`src/rtl/fp_mul_param.sv`:
```
// Parametrised IEEE-754-style multiplier with valid/ack handshakes, RNE/truncate rounding and exception flags.
// One operation in flight; a fixed five-state pipeline walk from accept to result, specials included.
module fp_mul_param #(
  parameter int EXP_W = 8,
  parameter int MAN_W = 23
) (
  input  logic                   clk,
  input  logic                   rst,
  input  logic [EXP_W+MAN_W:0]   input_a,
  input  logic [EXP_W+MAN_W:0]   input_b,
  input  logic                   round_mode,
  input  logic                   input_stb,
  output logic                   input_ack,
  output logic [EXP_W+MAN_W:0]   output_z,
  output logic [3:0]             output_flags,
  output logic                   output_z_stb,
  input  logic                   output_z_ack
);
  localparam int W = 1 + EXP_W + MAN_W;
  localparam int P = 2 * (MAN_W + 1);
  localparam logic signed [EXP_W+1:0] BIAS = {3'b000, {(EXP_W-1){1'b1}}};
  localparam logic signed [EXP_W+1:0] EMAX = {2'b00, {EXP_W{1'b1}}};
  localparam logic [W-1:0] QNAN = {1'b0, {EXP_W{1'b1}}, 1'b1, {(MAN_W-1){1'b0}}};

  typedef enum logic [2:0] {
    S_IDLE, S_UNPACK, S_SPECIAL, S_MULT, S_NORM, S_ROUND, S_OUT
  } state_t;

  state_t state_q, state_d;

  logic [W-1:0]             a_q, b_q, z_q, spec_z_q;
  logic                     rm_q, sz_q, spec_q, spec_inv_q;
  logic [EXP_W-1:0]         ea_q, eb_q;
  logic [MAN_W-1:0]         fa_q, fb_q, frac_q;
  logic [P-1:0]             prod_q;
  logic signed [EXP_W+1:0]  e_q;
  logic                     guard_q, sticky_q;
  logic [3:0]               flags_q;
  logic                     stb_q, ack_q;

  wire accept = (state_q == S_IDLE) && input_stb && ack_q;

  always_ff @(posedge clk or posedge rst) begin
    if (rst) state_q <= S_IDLE;
    else     state_q <= state_d;
  end

  always_comb begin
    state_d = state_q;
    case (state_q)
      S_IDLE:    if (accept) state_d = S_UNPACK;
      S_UNPACK:  state_d = S_SPECIAL;
      S_SPECIAL: state_d = S_MULT;
      S_MULT:    state_d = S_NORM;
      S_NORM:    state_d = S_ROUND;
      S_ROUND:   state_d = S_OUT;
      S_OUT:     if (output_z_ack) state_d = S_IDLE;
      default:   state_d = S_IDLE;
    endcase
  end

  // Operand classification; exponent 0 covers both zero and flushed denormals.
  logic a_zero, b_zero, a_inf, b_inf, a_nan, b_nan;
  always_comb begin
    a_zero = (ea_q == '0);
    b_zero = (eb_q == '0);
    a_inf  = (ea_q == '1) && (fa_q == '0);
    b_inf  = (eb_q == '1) && (fb_q == '0);
    a_nan  = (ea_q == '1) && (fa_q != '0);
    b_nan  = (eb_q == '1) && (fb_q != '0);
  end

  // Normalisation selects the window one bit lower when the product is below 2.0.
  logic [MAN_W-1:0]        frac_n;
  logic                    guard_n, sticky_n;
  logic signed [EXP_W+1:0] e_n;
  always_comb begin
    if (prod_q[P-1]) begin
      frac_n   = prod_q[P-2 -: MAN_W];
      guard_n  = prod_q[MAN_W];
      sticky_n = |prod_q[MAN_W-1:0];
      e_n      = e_q + 1'sd1;
    end else begin
      frac_n   = prod_q[P-3 -: MAN_W];
      guard_n  = prod_q[MAN_W-1];
      sticky_n = |prod_q[MAN_W-2:0];
      e_n      = e_q;
    end
  end

  logic                    inc, carry, inexact;
  logic [MAN_W-1:0]        frac_r;
  logic signed [EXP_W+1:0] e_r;
  logic [W-1:0]            z_r;
  logic [3:0]              flags_r;
  always_comb begin
    inc             = ~rm_q & guard_q & (sticky_q | frac_q[0]);
    {carry, frac_r} = {1'b0, frac_q} + {{MAN_W{1'b0}}, inc};
    e_r             = carry ? e_q + 1'sd1 : e_q;
    inexact         = guard_q | sticky_q;
    z_r             = {sz_q, e_r[EXP_W-1:0], frac_r};
    flags_r         = {3'b000, inexact};
    if (spec_q) begin
      z_r     = spec_z_q;
      flags_r = {spec_inv_q, 3'b000};
    end else if (e_r >= EMAX) begin
      z_r     = rm_q ? {sz_q, {(EXP_W-1){1'b1}}, 1'b0, {MAN_W{1'b1}}}
                     : {sz_q, {EXP_W{1'b1}}, {MAN_W{1'b0}}};
      flags_r = 4'b0101;
    end else if (e_r <= 0) begin
      z_r     = {sz_q, {(W-1){1'b0}}};
      flags_r = 4'b0011;
    end
  end

  always_ff @(posedge clk or posedge rst) begin
    if (rst) begin
      a_q <= '0; b_q <= '0; rm_q <= 1'b0;
      sz_q <= 1'b0; ea_q <= '0; eb_q <= '0; fa_q <= '0; fb_q <= '0;
      spec_q <= 1'b0; spec_inv_q <= 1'b0; spec_z_q <= '0;
      prod_q <= '0; e_q <= '0; frac_q <= '0; guard_q <= 1'b0; sticky_q <= 1'b0;
      z_q <= '0; flags_q <= '0; stb_q <= 1'b0; ack_q <= 1'b0;
    end else begin
      ack_q <= (state_d == S_IDLE);
      stb_q <= (state_d == S_OUT);
      case (state_q)
        S_IDLE: if (accept) begin
          a_q <= input_a; b_q <= input_b; rm_q <= round_mode;
          flags_q <= '0;
        end
        S_UNPACK: begin
          sz_q <= a_q[W-1] ^ b_q[W-1];
          ea_q <= a_q[W-2 -: EXP_W];
          eb_q <= b_q[W-2 -: EXP_W];
          fa_q <= a_q[MAN_W-1:0];
          fb_q <= b_q[MAN_W-1:0];
        end
        S_SPECIAL: begin
          spec_q     <= a_nan | b_nan | a_inf | b_inf | a_zero | b_zero;
          spec_inv_q <= 1'b0;
          if (a_nan || b_nan) spec_z_q <= QNAN;
          else if ((a_inf || b_inf) && (a_zero || b_zero)) begin
            spec_z_q   <= QNAN;
            spec_inv_q <= 1'b1;
          end else if (a_inf || b_inf) spec_z_q <= {sz_q, {EXP_W{1'b1}}, {MAN_W{1'b0}}};
          else spec_z_q <= {sz_q, {(W-1){1'b0}}};
        end
        S_MULT: begin
          prod_q <= {{(MAN_W+1){1'b0}}, 1'b1, fa_q} * {{(MAN_W+1){1'b0}}, 1'b1, fb_q};
          e_q    <= $signed({2'b00, ea_q}) + $signed({2'b00, eb_q}) - BIAS;
        end
        S_NORM: begin
          frac_q <= frac_n; guard_q <= guard_n; sticky_q <= sticky_n; e_q <= e_n;
        end
        S_ROUND: begin
          z_q <= z_r; flags_q <= flags_r;
        end
        default: ;
      endcase
    end
  end

  assign input_ack    = ack_q;
  assign output_z     = z_q;
  assign output_flags = flags_q;
  assign output_z_stb = stb_q;
endmodule

```
`config.mk`:
```
export PLATFORM = sky130hd
export DESIGN_NAME = fp_mul_param
export DESIGN_NICKNAME = d
export VERILOG_FILES = /design/src/rtl/fp_mul_param.sv
export SDC_FILE = /design/constraint.sdc
export NUM_CORES = 2
export LEC_CHECK = 0
export CELL_PAD_IN_SITES_DETAIL_PLACEMENT = 1
export CELL_PAD_IN_SITES_GLOBAL_PLACEMENT = 2
export CORE_MARGIN = 3
export CORE_UTILIZATION = 41
export DETAILED_ROUTE_END_ITERATION = 7
export PLACE_DENSITY_LB_ADDON = 0.1
export SETUP_SLACK_MARGIN = 0.5
export SYNTH_ARGS = -nofsm -noshare
export SYNTH_HDL_FRONTEND = slang
export SYNTH_SLANG_ARGS = --single-unit
```
`constraint.sdc`:
```
create_clock -name clk -period 10.5 [get_ports clk]
set_clock_uncertainty 0.15 [all_clocks]
set_input_delay 1.05 -clock clk [delete_from_list [all_inputs] [get_ports clk]]
set_output_delay 1.05 -clock clk [all_outputs]
set_load 0.02 [all_outputs]
```
==> flow_results.org <==
** Synth
- FFs w/ async S/R, synth :: 1.00
- The share of synthesized area in the top cell type comes to 0.319.
- Syn Std Cell Area :: 30,300 µm²
- Summed over all instances, the cell type with the most area after synthesis is fa_1.
- During synthesis, Yosys emitted a total of 0 warnings.
- The number of nets in the synthesized netlist is slightly below 4,000.
- Flip-flop and latch count after synthesis :: 257
- The netlist uses 78 different library cells.
- Number of instances in the synthesized netlist :: approximately 3,200
- The share of the Yosys chip area taken by registers is 0.212.
- Dividing the synthesized area by the synthesized cell count gives approximately 9.5 µm².
- Main synth FF type :: dfrtp_1
- By area the synthesized netlist is led by fa_1 (32%), dfrtp_1 (21%), ha_1 (7.9%).
- Counting flops with a built-in enable in the synthesized netlist gives 0.

** Placed design
- Routability Congestion :: slightly below 0.9
- Buffers placed on the I/O ports in this run total between 100 and 150.
- Once detailed placement completed, the half-perimeter wirelength came to around 73,000 µm.
- In this run, placement finished with an instance count of between 4,000 and 5,000.

** STA
- Fin. Hold Viols :: 0
- Setup-violating endpoint count in the final report :: 0
- Maximum clock frequency :: between 0.1 and 0.15 GHz
- Slew @ Worst Pin :: roughly 1.4 ns
- Final cycle utilization of the critical path :: 0.846
- Setup_tns :: 0 ns
- The final number of max-transition violations came to 0.
- Setup repair after global routing missed its margin :: false
- Worst slew margin :: 0.0933
- Counting I/O delays and the setup requirement, the final critical path takes 8.89 ns.

** Status
- The run finished with clean final reports.

** Critical path
- For the worst setup path, the data required time is between 10 and 15 ns.
- Delay of the slowest cell on the worst path :: ~1.0 ns
- The slowest stage of the critical path belongs to the cell dfrtp_1.
- The critical path is of the reg2reg type.
- Cells along the critical path :: clkinv_1 > nor2_1 > fa_1 > fa_1 > inv_1 > fa_1 > inv_1 > fa_1 > fa_1 > fa_1 > inv_1 > fa_1 > inv_1 > ha_1 > a211oi_1 > o21bai_2 > o211a_1 > o211ai_2 > o41ai_2 > a21oi_1 > o41ai_2 > xnor2_1 > o21ai_1
- The worst setup path is captured at a flip-flop.
- The worst setup path is launched from a flip-flop.
- The worst register-to-register path has a setup slack of 1.61 ns.
- On the critical path the largest part of the delay comes from adder cells.
- Beginning of the critical path :: fb_q[8]
- Worst-path fanout max :: 19
- Data arrives at the worst endpoint at between 9 and 10 ns.
- The worst register-to-register path ends at prod_q[44].
- In this run the critical register-to-register path is launched from fb_q[8].
- Bufs and invs on worst path :: 5
- Worst setup path endpoint :: prod_q[44]
- Measured in cells, the most critical reg-to-reg path has a length of 23.
- By instance count, the cell type seen most on the critical path is fa_1.
- Crit. path cell count :: 23

** Clock tree
- The clock reaches the later pin of the worst-skew pair after about 0.56 ns.
- The clock passes through at most 3 buffers.
- Clock tree synthesis found a total of about 260 sinks.
- In this run, CTS created clock tree buffers numbering 35.
- The H-tree generated during clock tree synthesis spans 2 levels.
- The tree is rooted in a clkbuf_16.
- Clock-pin slew on the worst setup and hold paths :: ~0.060 ns
- Number of setup buffers added after CTS :: 0
- Gates resized during post-CTS repair numbered 0.
- TritonCTS clock tree :: done
- Buffers inserted to repair hold after CTS numbered 0.

** Floorplan
- The initialized floorplan defines between 90 and 100 standard-cell rows.
- In this run the standard cell core region covers ~73,000 µm².
- Boundary Pins :: between 100 and 150
- The floorplan step set the die height to ~280 µm.
- The initial utilization of the core area, before any placement, comes to 0.414.
- The die covers around 77,000 µm².
- Overall die width :: between 200 and 300 µm

** Global route
- The number of global-route vias before repair is 25,100.
- Entering global routing, the biggest net connects roughly 90 pins.
- Wire length of the first global-routing pass :: roughly 150,000 µm
- Number of antenna violations at the first check in global routing :: 2
- In the global route stage, overall resource usage came out at 0.254.
- Global routing finished with a remaining overflow of 0.

** Run
- The tool flagged a number of max-cap violations equal to 0.

** Final layout
- Commonest non-fill, non-tap cell in the layout :: inv_1
- Compared with the post-synthesis result, the final layout area differs by 10.7%.
- Fraction of layout instances using a drive strength above 1 :: 0.0745
- Commonest cells after routing, fill and taps aside :: inv_1 (598), fa_1 (483), nand2_1 (428)
- Final instance count without filler cells :: around 4,200
- The final layout contains 3,954 nets.

** Routing
- Routed vias/inst :: roughly 5.3
- Detailed Routing Iterations Pass 1 :: 5
- Antenna-violating nets left :: 0
- For this block, the routed nets add up to between 90,000 and 100,000 µm of wire.
- Initial drt markers :: ~1,000
- Across all layers, the routed design uses approximately 22,000 vias.
- Per-cell routed wire length :: 22.7 µm
- DRC violations left :: 0

** Worst hold path
- In this run the worst hold path is classified as reg2reg.
- Hold Path Cell Cnt :: 2
-- registers in the layout, summed over array words and instances (netlist names), 3 cells and up --
signal,cells
state_q,3
output_flags,4
fa_q,23
ea_q,8
b_q,32
e_q,10
eb_q,8
output_z,32
fb_q,23
prod_q,48
a_q,32
frac_q,23
spec_z_q,3
-- per-layer routing --
layer | GRT usage | share of wire | vias to the layer above | wire, µm
li1 | - | - | 9887 | -
met1 | 0.330 | 0.43 | 11700 | 40500
met2 | 0.455 | 0.51 | 363 | 49000
met3 | 0.0279 | 0.037 | 112 | 3480
met4 | 0.0575 | 0.023 | 0 | 2210
met5 | 0 | 0 | - | 0
-- cell usage after synthesis (33+ instances only) --
cell type	instances
clkbuf_1	145
nor2_1	89
dfrtp_1	257
mux2_2	110
xnor2_1	48
ha_1	191
xor2_1	33
nand2_1	429
inv_1	599
o21ai_0	121
a21oi_1	94
and2_1	261
fa_1	483
-- kinds of logic after synthesis --
kind of cell    after synthesis  synth area share
mux                         135            0.0492
compound gates              358            0.0728
fa+ha+maj                   674             0.398
xor+xnor                     82            0.0240
buf+inv                     762            0.0960
simple gates                918             0.147
flops                       257             0.212
-- per-stage QoR --
step                      worst slack, ns  hold WS, ns  utilization  area, µm²
after floorplan                      2.23        0.289            -      30300
after global placement               1.72        0.304        0.441      32200
after detailed placement             1.63        0.318        0.441      32200
after CTS                            1.57        0.331        0.459      33500
after global routing                 1.26        0.345        0.459      33500
final                                1.61        0.327        0.459      33500
-- tightest hold or removal path: stages (launching register included) --
cell     delay (ns)
dfrtp_1        0.35
nand2_1        0.05
nand2_1        0.05
-- cell type report --
class | count | area, µm²
fill | 8254 | 39600
multi-input combinational | 2167 | 21000
sequential | 257 | 6430
inverter | 602 | 2270
timing repair buffer | 148 | 1380
tap | 959 | 1200
clock buffer | 46 | 987
clock inverter | 16 | 302
antenna | 2 | 5.00
-- worst min path at each step --
stage	startpoint	endpoint	slack [ns]
floorplan	prod_q[0]	prod_q[0]	0.29
global placement	prod_q[0]	prod_q[0]	0.30
detailed placement	prod_q[11]	prod_q[11]	0.32
CTS	prod_q[11]	prod_q[11]	0.33
global route	prod_q[11]	prod_q[11]	0.35
finish	prod_q[0]	prod_q[0]	0.33
Power is not shown: default switching activity piles up to over one toggle a cycle in this logic, so the estimate is an artifact.
